`src/rtl/vdiv_lane_sched.sv`:
```
// Vector divide lane sequencer: issues the unmasked lanes of one vector to a
// single shared iterative divider in ascending order and assembles the quotients.
module vdiv_lane_sched #(
  parameter  int NUM_LANES  = 4,
  parameter  int EXP_WIDTH  = 5,
  parameter  int MANT_WIDTH = 10,
  localparam int W          = 1 + EXP_WIDTH + MANT_WIDTH
) (
  input  logic                   CLK,
  input  logic                   nRST,
  input  logic                   in_valid,
  output logic                   in_ready,
  input  logic [NUM_LANES*W-1:0] in_a,
  input  logic [NUM_LANES*W-1:0] in_b,
  input  logic [NUM_LANES-1:0]   in_mask,
  output logic                   out_valid,
  input  logic                   out_ready,
  output logic [NUM_LANES*W-1:0] out_result,
  output logic                   div_req_valid,
  input  logic                   div_req_ready,
  output logic [W-1:0]           div_op1,
  output logic [W-1:0]           div_op2,
  input  logic                   div_rsp_valid,
  output logic                   div_rsp_ready,
  input  logic [W-1:0]           div_result,
  output logic                   busy
);

  localparam int IDX_W = (NUM_LANES > 1) ? $clog2(NUM_LANES) : 1;

  typedef enum logic [1:0] {
    IDLE  = 2'd0,
    ISSUE = 2'd1,
    WAIT  = 2'd2,
    DONE  = 2'd3
  } state_t;

  state_t                 state_r;
  state_t                 state_nx_s;
  logic [IDX_W-1:0]       idx_r;
  logic [NUM_LANES*W-1:0] a_r;
  logic [NUM_LANES*W-1:0] b_r;
  logic [NUM_LANES-1:0]   mask_r;
  logic [IDX_W-1:0]       first_idx_s;
  logic [IDX_W-1:0]       next_idx_s;
  logic                   next_found_s;

  // Lowest active lane of an incoming vector.
  always_comb begin
    first_idx_s = '0;
    for (int i = NUM_LANES - 1; i >= 0; i--) begin
      if (in_mask[i]) begin
        first_idx_s = IDX_W'(i);
      end else begin
        first_idx_s = first_idx_s;
      end
    end
  end

  // Lowest latched active lane strictly above the current one.
  always_comb begin
    next_found_s = 1'b0;
    next_idx_s   = '0;
    for (int i = NUM_LANES - 1; i >= 0; i--) begin
      if (mask_r[i] && (i > int'(idx_r))) begin
        next_found_s = 1'b1;
        next_idx_s   = IDX_W'(i);
      end else begin
        next_found_s = next_found_s;
        next_idx_s   = next_idx_s;
      end
    end
  end

  // Next-state decision for the sequencer.
  always_comb begin
    state_nx_s = state_r;
    case (state_r)
      IDLE: begin
        if (in_valid && in_ready) begin
          state_nx_s = (in_mask == '0) ? DONE : ISSUE;
        end else begin
          state_nx_s = IDLE;
        end
      end
      ISSUE: begin
        if (div_req_ready) begin
          state_nx_s = WAIT;
        end else begin
          state_nx_s = ISSUE;
        end
      end
      WAIT: begin
        if (div_rsp_valid) begin
          state_nx_s = next_found_s ? ISSUE : DONE;
        end else begin
          state_nx_s = WAIT;
        end
      end
      DONE: begin
        if (out_ready) begin
          state_nx_s = IDLE;
        end else begin
          state_nx_s = DONE;
        end
      end
      default: state_nx_s = IDLE;
    endcase
  end

  // State, buffers and registered handshake outputs.
  always_ff @(posedge CLK or negedge nRST) begin
    if (!nRST) begin
      state_r       <= IDLE;
      idx_r         <= '0;
      a_r           <= '0;
      b_r           <= '0;
      mask_r        <= '0;
      out_result    <= '0;
      div_op1       <= '0;
      div_op2       <= '0;
      in_ready      <= 1'b1;
      div_req_valid <= 1'b0;
      div_rsp_ready <= 1'b0;
      out_valid     <= 1'b0;
      busy          <= 1'b0;
    end else begin
      state_r       <= state_nx_s;
      in_ready      <= (state_nx_s == IDLE);
      div_req_valid <= (state_nx_s == ISSUE);
      div_rsp_ready <= (state_nx_s == WAIT);
      out_valid     <= (state_nx_s == DONE);
      busy          <= (state_nx_s != IDLE);
      case (state_r)
        IDLE: begin
          if (in_valid && in_ready) begin
            a_r        <= in_a;
            b_r        <= in_b;
            mask_r     <= in_mask;
            out_result <= '0;
            idx_r      <= first_idx_s;
            div_op1    <= in_a[first_idx_s*W +: W];
            div_op2    <= in_b[first_idx_s*W +: W];
          end
        end
        WAIT: begin
          if (div_rsp_valid) begin
            out_result[idx_r*W +: W] <= div_result;
            // Operands for the following lane are staged together with the jump back to ISSUE.
            if (next_found_s) begin
              idx_r   <= next_idx_s;
              div_op1 <= a_r[next_idx_s*W +: W];
              div_op2 <= b_r[next_idx_s*W +: W];
            end
          end
        end
        default: begin
        end
      endcase
    end
  end

endmodule
```
`config.mk`:
```
export PLATFORM = sky130hd
export DESIGN_NAME = vdiv_lane_sched
export DESIGN_NICKNAME = d
export VERILOG_FILES = /design/src/rtl/vdiv_lane_sched.sv
export SDC_FILE = /design/constraint.sdc
export NUM_CORES = 1
export LEC_CHECK = 0
export CAP_MARGIN = 10
export CORE_AREA = 2 2 146 148
export DETAILED_ROUTE_END_ITERATION = 10
export DIE_AREA = 0 0 148 150
export PLACE_DENSITY = 0.85
export SYNTH_ARGS = -nofsm -noshare
export SYNTH_HDL_FRONTEND = slang
export SYNTH_SLANG_ARGS = --single-unit
```
`constraint.sdc`:
```
create_clock -name CLK -period 6.3 [get_ports CLK]
set_clock_uncertainty 0.05 [all_clocks]
set_input_delay 1.575 -clock CLK [delete_from_list [all_inputs] [get_ports CLK]]
set_output_delay 1.575 -clock CLK [all_outputs]
set_load 0.02 [all_outputs]
```
==> results list, run 1 <==
- The run finished with clean final reports.
* Global route hottest layer: met2
* Required time reported for the critical path endpoint: about 6.7 ns
* Number of nets with antenna violations after routing: 0
- Count of pins on the block boundary: between 200 and 300
* Commonest cells after routing, fill and taps aside: sky130_fd_sc_hd__clkdlybuf4s50_1 (252), sky130_fd_sc_hd__dfrtp_1 (235), sky130_fd_sc_hd__nand2_1 (196)
* Wire length of the first global-routing pass: between 50 and 60 mm
- Total of cells resized after clock tree synthesis: 0
- GR Util met1: between 30% and 40%
* Horiz. Die Dim: 148 um
- Std-Cell Core Area: 20700 um^2
* CTS root buffer: sky130_fd_sc_hd__clkbuf_16
- In this run the deepest clock path goes through 3 buffers.
- Setup violations remaining at the end of the flow were counted as 0.
* Worst hold path type: reg -> reg
- Once the clock tree was built, the setup fixing pass inserted 0 buffers.
- TritonCTS built the clock tree.
* Post-synth ARST share: 100%
* Number of vias in the routed layout: about 9300
- Weighted congestion at the end of routability-driven global placement: about 0.84
- For this configuration, the core starts out at a cell density of between 50% and 60%.
* Setup repair after global routing missed its margin: no
* Transition time at the pin with the least slew margin: approximately 1.2 ns
- At the later pin of the worst-skew pair, clock insertion delay measures approximately 0.52 ns.
- Overall Global Routing Usage: between 20% and 30%
- Yosys printed 0 warnings.
- In the global route stage, met2 resource usage came out at 47.2%.
* Post-synth net total: roughly 1200
* DRC violations left: 0
* Cts bufs inserted: 25
- Number of pins exceeding their max-slew limit in the final report: 0
- Router iterations before antenna repair: 7
- Period Utilization, post-route: around three fifths
- The worst setup path is of the in -> reg kind.
- Counting every instance in the synthesized netlist gives approximately 1000.
* Initial detailed-routing violation count: about 700
* Antenna violations before repair: 2
- Leaving out fill and tap cells, the most frequent cell in the layout is sky130_fd_sc_hd__clkdlybuf4s50_1.
* Via count of the first global-routing pass: 9321
* Kind of start point of the critical path: input pin
- From bottom edge to top edge, the die measures 150 um.
- Most instantiated flip-flop cell in the synthesis netlist: sky130_fd_sc_hd__dfrtp_1
- In the routed layout, each cell is associated on average with a via count of approximately 6.0.
- Std-Cell Rows: 53
* Estimated wirelength of the detail-placed design: around 21 mm
* Largest fanout on the critical path: 23
* Maximum level of the CTS H-tree: 1
- Buffers plus inverters on the worst setup path: 2
- Overflow left after global routing: 0
* Met3 capacity usage during global routing: under 10%
- The final layout contains routed wiring with a total length of 32.1 mm.
- On the critical path, the stage with the largest delay is an instance of sky130_fd_sc_hd__clkdlybuf4s50_1.
- Final non-filler cell total: 1544
- Slew headroom: slightly below 20%
- The number of different library cells used by synthesis comes to 48.
* Syn Std Cell Area: about 11000 um^2
- Maximum number of pins on one net before global-route repair: approximately 120
- Mean area per synthesized cell: 10.7 um^2
- Time the worst path needs with I/O delays and setup: about 4 ns
* Post-synthesis sequential area ratio: a little over half
- Maxcap violations: 0
* Endpoint class of the critical path: flop
* Post-synthesis sequential element count: 236
- In this run the cell area measured after placement is 13800 um^2.
- Port buffering added approximately 250 buffers.
- Clock edge transition at the registers on the reported setup and hold paths: around 0.06 ns
- The finished cells cover approximately 15000 um^2.
* Data arrival at the endpoint of the critical path: around 4.3 ns
- PD cells: around 450 nW/um^2
- Stage delay of the slowest cell on the critical path: about 0.98 ns
- In this run, post-CTS hold repair placed 0 buffers.
- The die covers roughly 22000 um^2.
- The net count of the finished layout is between 1000 and 1500.
* Aggregate negative setup slack: 0 ns
* Cells along the critical path: clkdlybuf4s50_1 > buf_4 > a21o_1 > nand2_1 > a31o_2 > o21ai_1
- Delay-heaviest family, CP: buffers and inverters
- Placed cells: 1500
- The clock net in this run drives a total of between 200 and 250 sinks.
- Of the cells placed in the final design, the portion with a size suffix greater than 1 is 17.7%.
- Timing would allow up to 256 MHz.
- Count of flip-flops with a built-in enable after synthesis: 0
- After detailed routing, the average wire length per cell comes to between 20 and 25 um.
* Number of endpoints with negative hold slack in the final report: 0
- The worst-case IR drop observed on VDD is ~0.28 mV.
* Synth-to-layout area growth: 31.1%
- Worst Hold Margin: roughly 0.43 ns
* Static power due to leakage: between 0.005 and 0.006 uW
## final timing paths
path                                       startpoint                          to  slack (ns)  depth (start not counted)
max in group asynchronous                        nRST         a_r[18]$_DFFE_PN0P_        3.99                          2
min in group asynchronous                        nRST          b_r[9]$_DFFE_PN0P_        1.11                          1
setup / recovery                           in_mask[0]     div_op2[12]$_DFFE_PN0P_        2.40                          6
setup reg to reg                 idx_r[0]$_DFFE_PN0P_     div_op2[15]$_DFFE_PN0P_        3.10                          7
hold / removal             out_result[17]$_DFFE_PN0P_  out_result[17]$_DFFE_PN0P_        0.43                          2
hold reg to reg            out_result[17]$_DFFE_PN0P_  out_result[17]$_DFFE_PN0P_        0.43                          2
## state kept, by name, summed over array words and instances (netlist names)
register and cells:
state_r 2, div_rsp_ready 1, div_op2 16, a_r 64
out_result 64, in_ready 1, b_r 64, idx_r 2
out_valid 1, mask_r 3, div_op1 16, busy 1
div_req_valid 1
## per-stage QoR
step	power (uW)	util (%)	setup WS, ns
finish	6510	70.3	2.40
global route	6850	70.3	2.37
CTS	6500	70.3	2.50
detailed placement	5070	66.5	1.99
global placement	4970	66.5	2.09
floorplan	4160	-	3.28
## area by class of cell
class | instances | area (um^2)
Multi-Input combinational cell | 716 | 4830
Clock inverter | 8 | 90.1
Sequential cell | 236 | 5910
Timing Repair Buffer | 266 | 2660
Inverter | 7 | 26.3
Antenna cell | 1 | 2.50
Clock buffer | 35 | 693
Fill cell | 1514 | 6140
Tap cell | 275 | 344
## worst reg2reg max path, stage by stage, from the launching register on
cell and delay (ns):
sky130_fd_sc_hd__dfrtp_1 0.46, sky130_fd_sc_hd__inv_1 0.12, sky130_fd_sc_hd__ha_1 0.27, sky130_fd_sc_hd__nor3b_2 0.89, sky130_fd_sc_hd__nor2_1 0.45, sky130_fd_sc_hd__and3_1 0.32
sky130_fd_sc_hd__a2111oi_1 0.40, sky130_fd_sc_hd__o31ai_2 0.10
## synthesized netlist by cell type, drive strengths merged (14+ instances only)
cell	number	area, um^2
a21oi	53	280
a22o	16	140
a31oi	24	150
buf	36	200
clkbuf	44	165
dfrtp	235	5880
mux2	149	1680
nand2	196	736
nand2b	24	158
nand3	14	70.1
nor2	29	109
o21ai	82	410
o22ai	50	313
o31ai	31	283
## per-layer routing
metal,share of wire (%),up-vias
met4,3.4,4
met3,8.9,92
met1,40,4526
met2,48,498
li1,-,4146
met5,0.084,-
## logic make-up (layout without fill, tap and decap cells)
| group | count (synthesis) | after routing | share of synthesized area (%) |
|---|---|---|---|
| simple gates | 284 | 284 | 11.1 |
| fa+ha+maj | 5 | 5 | 0.564 |
| buf+inv | 87 | 316 | 3.53 |
| compound gates | 278 | 278 | 16.5 |
| mux | 149 | 149 | 15.1 |
| flops | 236 | 236 | 53.2 |
| other cells | 0 | 1 | 0 |
## report_power, final
group	switching [uW]	internal [uW]	total, uW
Clock	589	843	1430
Combinational	1430	1190	2620
Sequential	347	2110	2460
Total	2360	4140	6510
No activity file was read; power rests on OpenSTA's default activity.
==> run 2, diff against run 1 <==
CORE_AREA = 2 2 159 161   (was 2 2 146 148)
DIE_AREA = 0 0 161 163   (was 0 0 148 150)
PLACE_DENSITY = 0.76   (was 0.85)
clock period = 3.5 ns   (was 6.3 ns; I/O delays follow)
==> results list, run 2 (synthesis results as in run 1) <==
* Run status: finished, final reports clean
- approximately 260 I/O pins were placed.
- Static power due to leakage: approximately 0.0061 uW
- The worst setup path is launched from a flop.
* Post-CTS setup buffers: 0
* Highest ir drop seen on vdd: 0.464 mV
- Counting the buffers created by CTS gives 26.
* Setup repair after global routing missed its margin: no
- By startpoint and endpoint, the worst setup path is classified as reg -> reg.
* Total of cells resized after clock tree synthesis: 0
- Total power for the finished layout comes to approximately 12000 uW.
- Final setup violation count: 0
- Period Utilization, post-route: 75.9%
- PD cells: between 800 and 900 nW/um^2
- Maximum buffer depth of the clock tree: 3
- Std-Cell Core Area: about 25000 um^2
- Routed WL: approximately 33 mm
- At the end of routability-driven placement, the weighted congestion stood at 0.858.
- The first TritonRoute pass finished after 5 iterations.
- In the final routed layout, each cell accounts on average for 20.3 um.
- Clock edge transition at the registers on the reported setup and hold paths: approximately 0.060 ns
* Number of nets with antenna violations after routing: 0
* Total Die Area: ~26000 um^2
- Std-Cell Rows: 58
* Sw power: ~4400 uW
- The routed layout has approximately 9200 vias.
- In this run, post-CTS hold repair placed 0 buffers.
- Initial core utilization: between 40 and 50%
- RR Startpoint: idx_r[0]$_DFFE_PN0P_
* Detailed-route vias per instance: between 5 and 6
- Post-layout nets: approximately 1400
- Max-cap violations in this run came to 0.
* Die Span Y: about 160 um
- Endpoint of the most critical register-to-register path: div_op2[10]$_DFFE_PN0P_
- Final design utilization: roughly three fifths
- TritonCTS built the clock tree.
- Part of the total power dissipated in sequential elements: between 30% and 40%
- The detailed router finished its first iteration with 711 violations.
* Peak clock frequency supported by timing: between 300 and 400 MHz
- DRC violations left: 0
- Antenna violations before repair: 3
* Via count of the first global-routing pass: 9195
- The worst setup path is captured at a flop.
- CTS sink count: 236
- Slew headroom: 23.5%
- The largest registers in the layout are a_r x64, b_r x64, out_result x64.
- Clock network latency to the later pin of the worst-skew pair: approximately 0.54 ns
* CTS root buffer: sky130_fd_sc_hd__clkbuf_16
- Of the cells placed in the final design, the portion with a size suffix greater than 1 is around a fifth.
- In this run the number of H-tree levels came out at 1.
- Reg2reg path depth: 7
- Time the worst path needs with I/O delays and setup: 2.66 ns
- Horiz. Die Dim: 161 um
- Entering global routing, the biggest net connects between 80 and 90 pins.
- Synth-to-layout area growth: 34.0%
* Port buffer count: ~250
- Estimated wirelength of the detail-placed design: about 22 mm
- Required time reported for the critical path endpoint: between 3 and 4 ns
- Of all nets on the critical path, the largest fanout is 25.
* Commonest cells after routing, fill and taps aside: sky130_fd_sc_hd__clkdlybuf4s50_1 (252), sky130_fd_sc_hd__dfrtp_1 (235), sky130_fd_sc_hd__nand2_1 (196)
- Number of pins exceeding their max-slew limit in the final report: 0
- Clock network power share: 22.7%
- The tightest min-delay check is of the in -> async type.
- The first global-routing pass estimated slightly above 50 mm of wire.
* Number of endpoints with negative hold slack in the final report: 0
* Number of filler instances in the final layout: 2038
* Part of the total power dissipated in combinational logic: roughly two fifths
- Overall Global Routing Usage: roughly 25%
- Aggregate negative setup slack: 0 ns
- Most frequent standard cell in the layout excluding fill and tap cells: sky130_fd_sc_hd__clkdlybuf4s50_1
- Data arrival at the endpoint of the critical path: 3.00 ns
* R2R Setup Slk: 0.84 ns
- The internal power of the cells totals ~7600 uW.
- Net switching is between 30% and 40% of the power.
* Transition time at the pin with the least slew margin: around 1.1 ns
- After global routing the overflow that remains totals 0.
-- run 2: per-stage QoR --
step / cells / area (um^2) / hold WS, ns / setup slack [ns]
2_1_floorplan: 1039 / 11100 / 0.422 / 1.18
3_3_place_gp: 1570 / 14000 / 0.410 / 0.532
3_5_place_dp: 1570 / 14000 / 0.418 / 0.456
4_1_cts: 1616 / 14800 / 0.297 / 0.843
5_1_grt: 1619 / 14900 / 0.315 / 0.640
6_report: 1620 / 14900 / 0.264 / 0.842
-- run 2: final cells by class --
class,count,area [um^2],share of cell area [%]
antenna,2,5.00,0.0337
clock buffer,36,758,5.10
clock inverter,10,92.6,0.623
inverter,7,26.3,0.177
multi-input combinational,716,4830,32.5
sequential,236,5910,39.7
tap,330,413,2.78
timing repair buffer,283,2840,19.1
-- run 2: power by group through the flow --
stage	registers, uW	clock network, uW	logic [uW]
floorplan	4570	0	2930
global placement	4420	0	4660
detailed placement	4460	0	4780
CTS	4430	2760	4800
global route	4560	2870	5220
finish	4440	2720	4810
-- run 2: worst max-delay path by stage --
stage	slack (ns)	cells past startpoint	end	start
3_5_place_dp	0.46	7	div_op2[2]$_DFFE_PN0P_	in_mask[2]
3_3_place_gp	0.53	7	div_op2[15]$_DFFE_PN0P_	in_mask[2]
4_1_cts	0.84	7	div_op2[10]$_DFFE_PN0P_	idx_r[0]$_DFFE_PN0P_
6_report	0.84	7	div_op2[10]$_DFFE_PN0P_	idx_r[0]$_DFFE_PN0P_
5_1_grt	0.64	7	div_op2[10]$_DFFE_PN0P_	idx_r[0]$_DFFE_PN0P_
2_1_floorplan	1.18	7	div_op1[14]$_DFFE_PN0P_	in_mask[2]
-- run 2: worst max-delay path, cell delays in order (launching register included) --
cell and delay [ns]:
sky130_fd_sc_hd__dfrtp_1 0.44, sky130_fd_sc_hd__inv_1 0.12, sky130_fd_sc_hd__ha_1 0.27, sky130_fd_sc_hd__or3b_2 0.76, sky130_fd_sc_hd__nand3_1 0.19, sky130_fd_sc_hd__a21oi_1 0.08
sky130_fd_sc_hd__a2111oi_1 0.48, sky130_fd_sc_hd__o31ai_2 0.12
-- run 2: routing by layer --
| metal | track usage (%) | share of wire [%] | up-vias |
|---|---|---|---|
| li1 | - | - | 4179 |
| met1 | 32.0 | 41 | 4481 |
| met2 | 41.3 | 47 | 395 |
| met3 | 5.96 | 8.2 | 101 |
| met4 | 8.52 | 3.5 | 2 |
| met5 | 0 | 0.040 | - |
==> run 3, diff against run 2 <==
CORE_AREA = 2 2 151 153   (was 2 2 159 161)
DIE_AREA = 0 0 153 155   (was 0 0 161 163)
PLACE_DENSITY = 0.8   (was 0.76)
clock period = 2.59 ns   (was 3.5 ns; I/O delays follow)
==> results list, run 3 (synthesis results as in run 1) <==
- Setup total negative slack on the finished layout was measured at 0 ns.
- Post-layout nets: 1447
- Layout cells sized above 1: approximately a fifth
- Transition time at the pin with the least slew margin: around 1.1 ns
* Delay-heaviest family, CP: simple AND/OR/NAND/NOR gates
* Std-Cell Rows: 55
* Highest ir drop seen on vdd: just under 0.7 mV
- Required time reported for the critical path endpoint: 2.93 ns
- Part of the total power dissipated in combinational logic: 40.8%
- The worst setup path is captured at a flop.
- Switching part of the total: a little over a third
- In this run the tool buffered the top-level ports with approximately 250 buffer cells.
- Cts bufs inserted: 26
- PD cells: 1090 nW/um^2
- Most frequent standard cell in the layout excluding fill and tap cells: sky130_fd_sc_hd__clkdlybuf4s50_1
- The count of nets left with antenna violations once routing finished came out at 0.
- Top layer reached by signal wires: met5
- WL per Instance: around 21 um
- For the finished layout, the period the worst path requires is roughly 2.5 ns.
* Slowest cell on crit path: sky130_fd_sc_hd__nand2b_2
* Met2 Wirelength: 15.9 mm
* Horiz. Die Dim: between 150 and 200 um
- Post-CTS timing repair inserted 0 buffers for setup.
* Wire length of the first global-routing pass: ~52 mm
* Initial core utilization: 49.9%
- Summed over all nets, the switching power comes to between 5000 and 6000 uW.
* Post-layout instance area: 15000 um^2
- After the first detailed-routing iteration, the DRC count stood at ~720.
- Number of filler instances in the final layout: around 1700
* Die Span Y: between 150 and 200 um
- Via count of the first global-routing pass: between 9000 and 10000
- For the worst-skew pair, the clock arrives at the later sink with an insertion delay of 0.53 ns.
* Post-Place Cell Area: approximately 14000 um^2
- Cells along the critical path: buf_4 > ha_1 > nand2b_2 > nor2_1 > buf_4 > and3_1 > a2111oi_1 > o31ai_2
- The share of total power dissipated in the clock network is between 20% and 30%.
- Static power due to leakage: 0.00617 uW
- Stage delay of the slowest cell on the critical path: approximately 0.5 ns
- In this run, flip-flops and latches consume a little over a third of the power.
* Synth-to-layout area growth: 35.2%
* Data arrival at the endpoint of the critical path: roughly 2.8 ns
* Largest fanout on the critical path: 19
- Run status: finished, final reports clean
* Number of endpoints with negative hold slack in the final report: 0
- The critical path is of the reg -> reg type.
- Routability-driven placement finished with a final weighted congestion of a little under 0.9.
- Maximum number of pins on one net before global-route repair: around 90
- The detailed router placed slightly above 9000 vias in this run.
- Buffers plus inverters on the worst setup path: 2
- The number of pins with negative max-slew slack in the final report is 0.
- The initial antenna violation count is 2.
* CTS sink count: between 200 and 250
- The first detailed-routing pass took 5 iterations.
* Std-Cell Core Area: 22200 um^2
- The tightest min-delay check is of the reg -> reg type.
- Counting stages on the worst path, the most repeated cell is sky130_fd_sc_hd__buf_4.
- Routed length on met3: between 3 and 4 mm
- Internal power comes to about 10000 uW.
* Peak clock frequency supported by timing: around 400 MHz
- Period Utilization, post-route: 96.2%
- Count of pins on the block boundary: between 200 and 300
- Estimated wirelength of the detail-placed design: between 20 and 25 mm
* Overall Global Routing Usage: about 27%
- The die covers between 20000 and 25000 um^2.
- TritonCTS built the clock tree.
- The worst pin sits at a relative slew slack of about a quarter.
- Maxcap violations: 0
- Maximum buffer depth of the clock tree: 3
* Routed WL: approximately 33 mm
- Maximum level of the CTS H-tree: 1
- Detailed-route vias per instance: around 6
* Overflow left after global routing: 0
- STA classifies the critical path startpoint as a flop.
- CTS root buffer: sky130_fd_sc_hd__clkbuf_16
- Final setup violation count: 0
- Commonest cells after routing, fill and taps aside: sky130_fd_sc_hd__clkdlybuf4s50_1 (252), sky130_fd_sc_hd__dfrtp_1 (235), sky130_fd_sc_hd__nand2_1 (196)
* Biggest registers after layout: a_r x64, b_r x64, out_result x64
- After detailed routing, the number of remaining DRC violations is 0.
- The detailed router put a total of 13.1 mm of wire on met1.
* Clock edge transition at the registers on the reported setup and hold paths: 0.06 ns
## run 3: changes by cell type in the layout (fill, tap and decap cells not counted), sizes merged
cell,change
clkinv,-3
buf,+17
bufinv,+1
dlygate4sd3,+1
clkinvlp,-1
clkbuf,+3
## run 3: layout make-up
class	instances	area [um^2]	area share (%)
sequential	236	5910	39.4
tap	285	357	2.38
clock buffer	39	771	5.14
timing repair buffer	301	3020	20.1
clock inverter	7	85.1	0.567
multi-input combinational	716	4840	32.2
antenna	2	5.00	0.0333
inverter	7	26.3	0.175
## run 3: repair_timing
| item | CTS | global route |
|---|---|---|
| hold buffers | 1 | 0 |
| gates resized for setup | 0 | 2 |
| setup endpoints to repair | 0 | 9 |
| hold endpoints to repair | 8 | 0 |
## run 3: per-stage QoR
stage               total power, uW  std cells  hold WS [ns]  util [%]  setup WS [ns]
floorplan                     10100       1039         0.302         -          0.478
global placement              12400       1544         0.411      63.6          0.133
detailed placement            12600       1544         0.413      63.6          0.105
CTS                           16400       1591         0.434      67.5         0.0948
global route                  17200       1592         0.459      67.5        -0.0157
finish                        16400       1593         0.429      67.5         0.0996
## run 3: power groups by stage
| stage | sequential, uW | clock, uW | combinational, uW |
|---|---|---|---|
| after floorplan | 6170 | 0 | 3960 |
| after global placement | 5950 | 0 | 6440 |
| after detailed placement | 6010 | 0 | 6600 |
| after CTS | 5970 | 3760 | 6650 |
| after global routing | 6120 | 3900 | 7190 |
| final | 5970 | 3710 | 6680 |
## run 3: metal layers
metal / track usage [%] / vias up
li1: - / 4204
met1: 35.1 / 4559
met2: 45.8 / 453
met3: 6.66 / 84
met4: 9.52 / 2
met5: 0 / -
## run 3: worst paths after layout
path	depth (start not counted)	startpoint	to	slack [ns]
max	8	idx_r[1]$_DFFE_PN0P_	div_op2[15]$_DFFE_PN0P_	0.1
min	2	div_op2[3]$_DFFE_PN0P_	div_op2[3]$_DFFE_PN0P_	0.43
max reg2reg	8	idx_r[1]$_DFFE_PN0P_	div_op2[15]$_DFFE_PN0P_	0.1
min reg2reg	2	div_op2[3]$_DFFE_PN0P_	div_op2[3]$_DFFE_PN0P_	0.43
max in group asynchronous	3	nRST	in_ready$_DFF_PN1_	1.28
min in group asynchronous	2	nRST	b_r[7]$_DFFE_PN0P_	0.48
## run 3: tightest hold or removal path, delay by kind of cell, from the launching register on
family / cells / cell delay [ns]
compound gates: 1 / 0.05
flops: 1 / 0.34
simple gates: 1 / 0.05
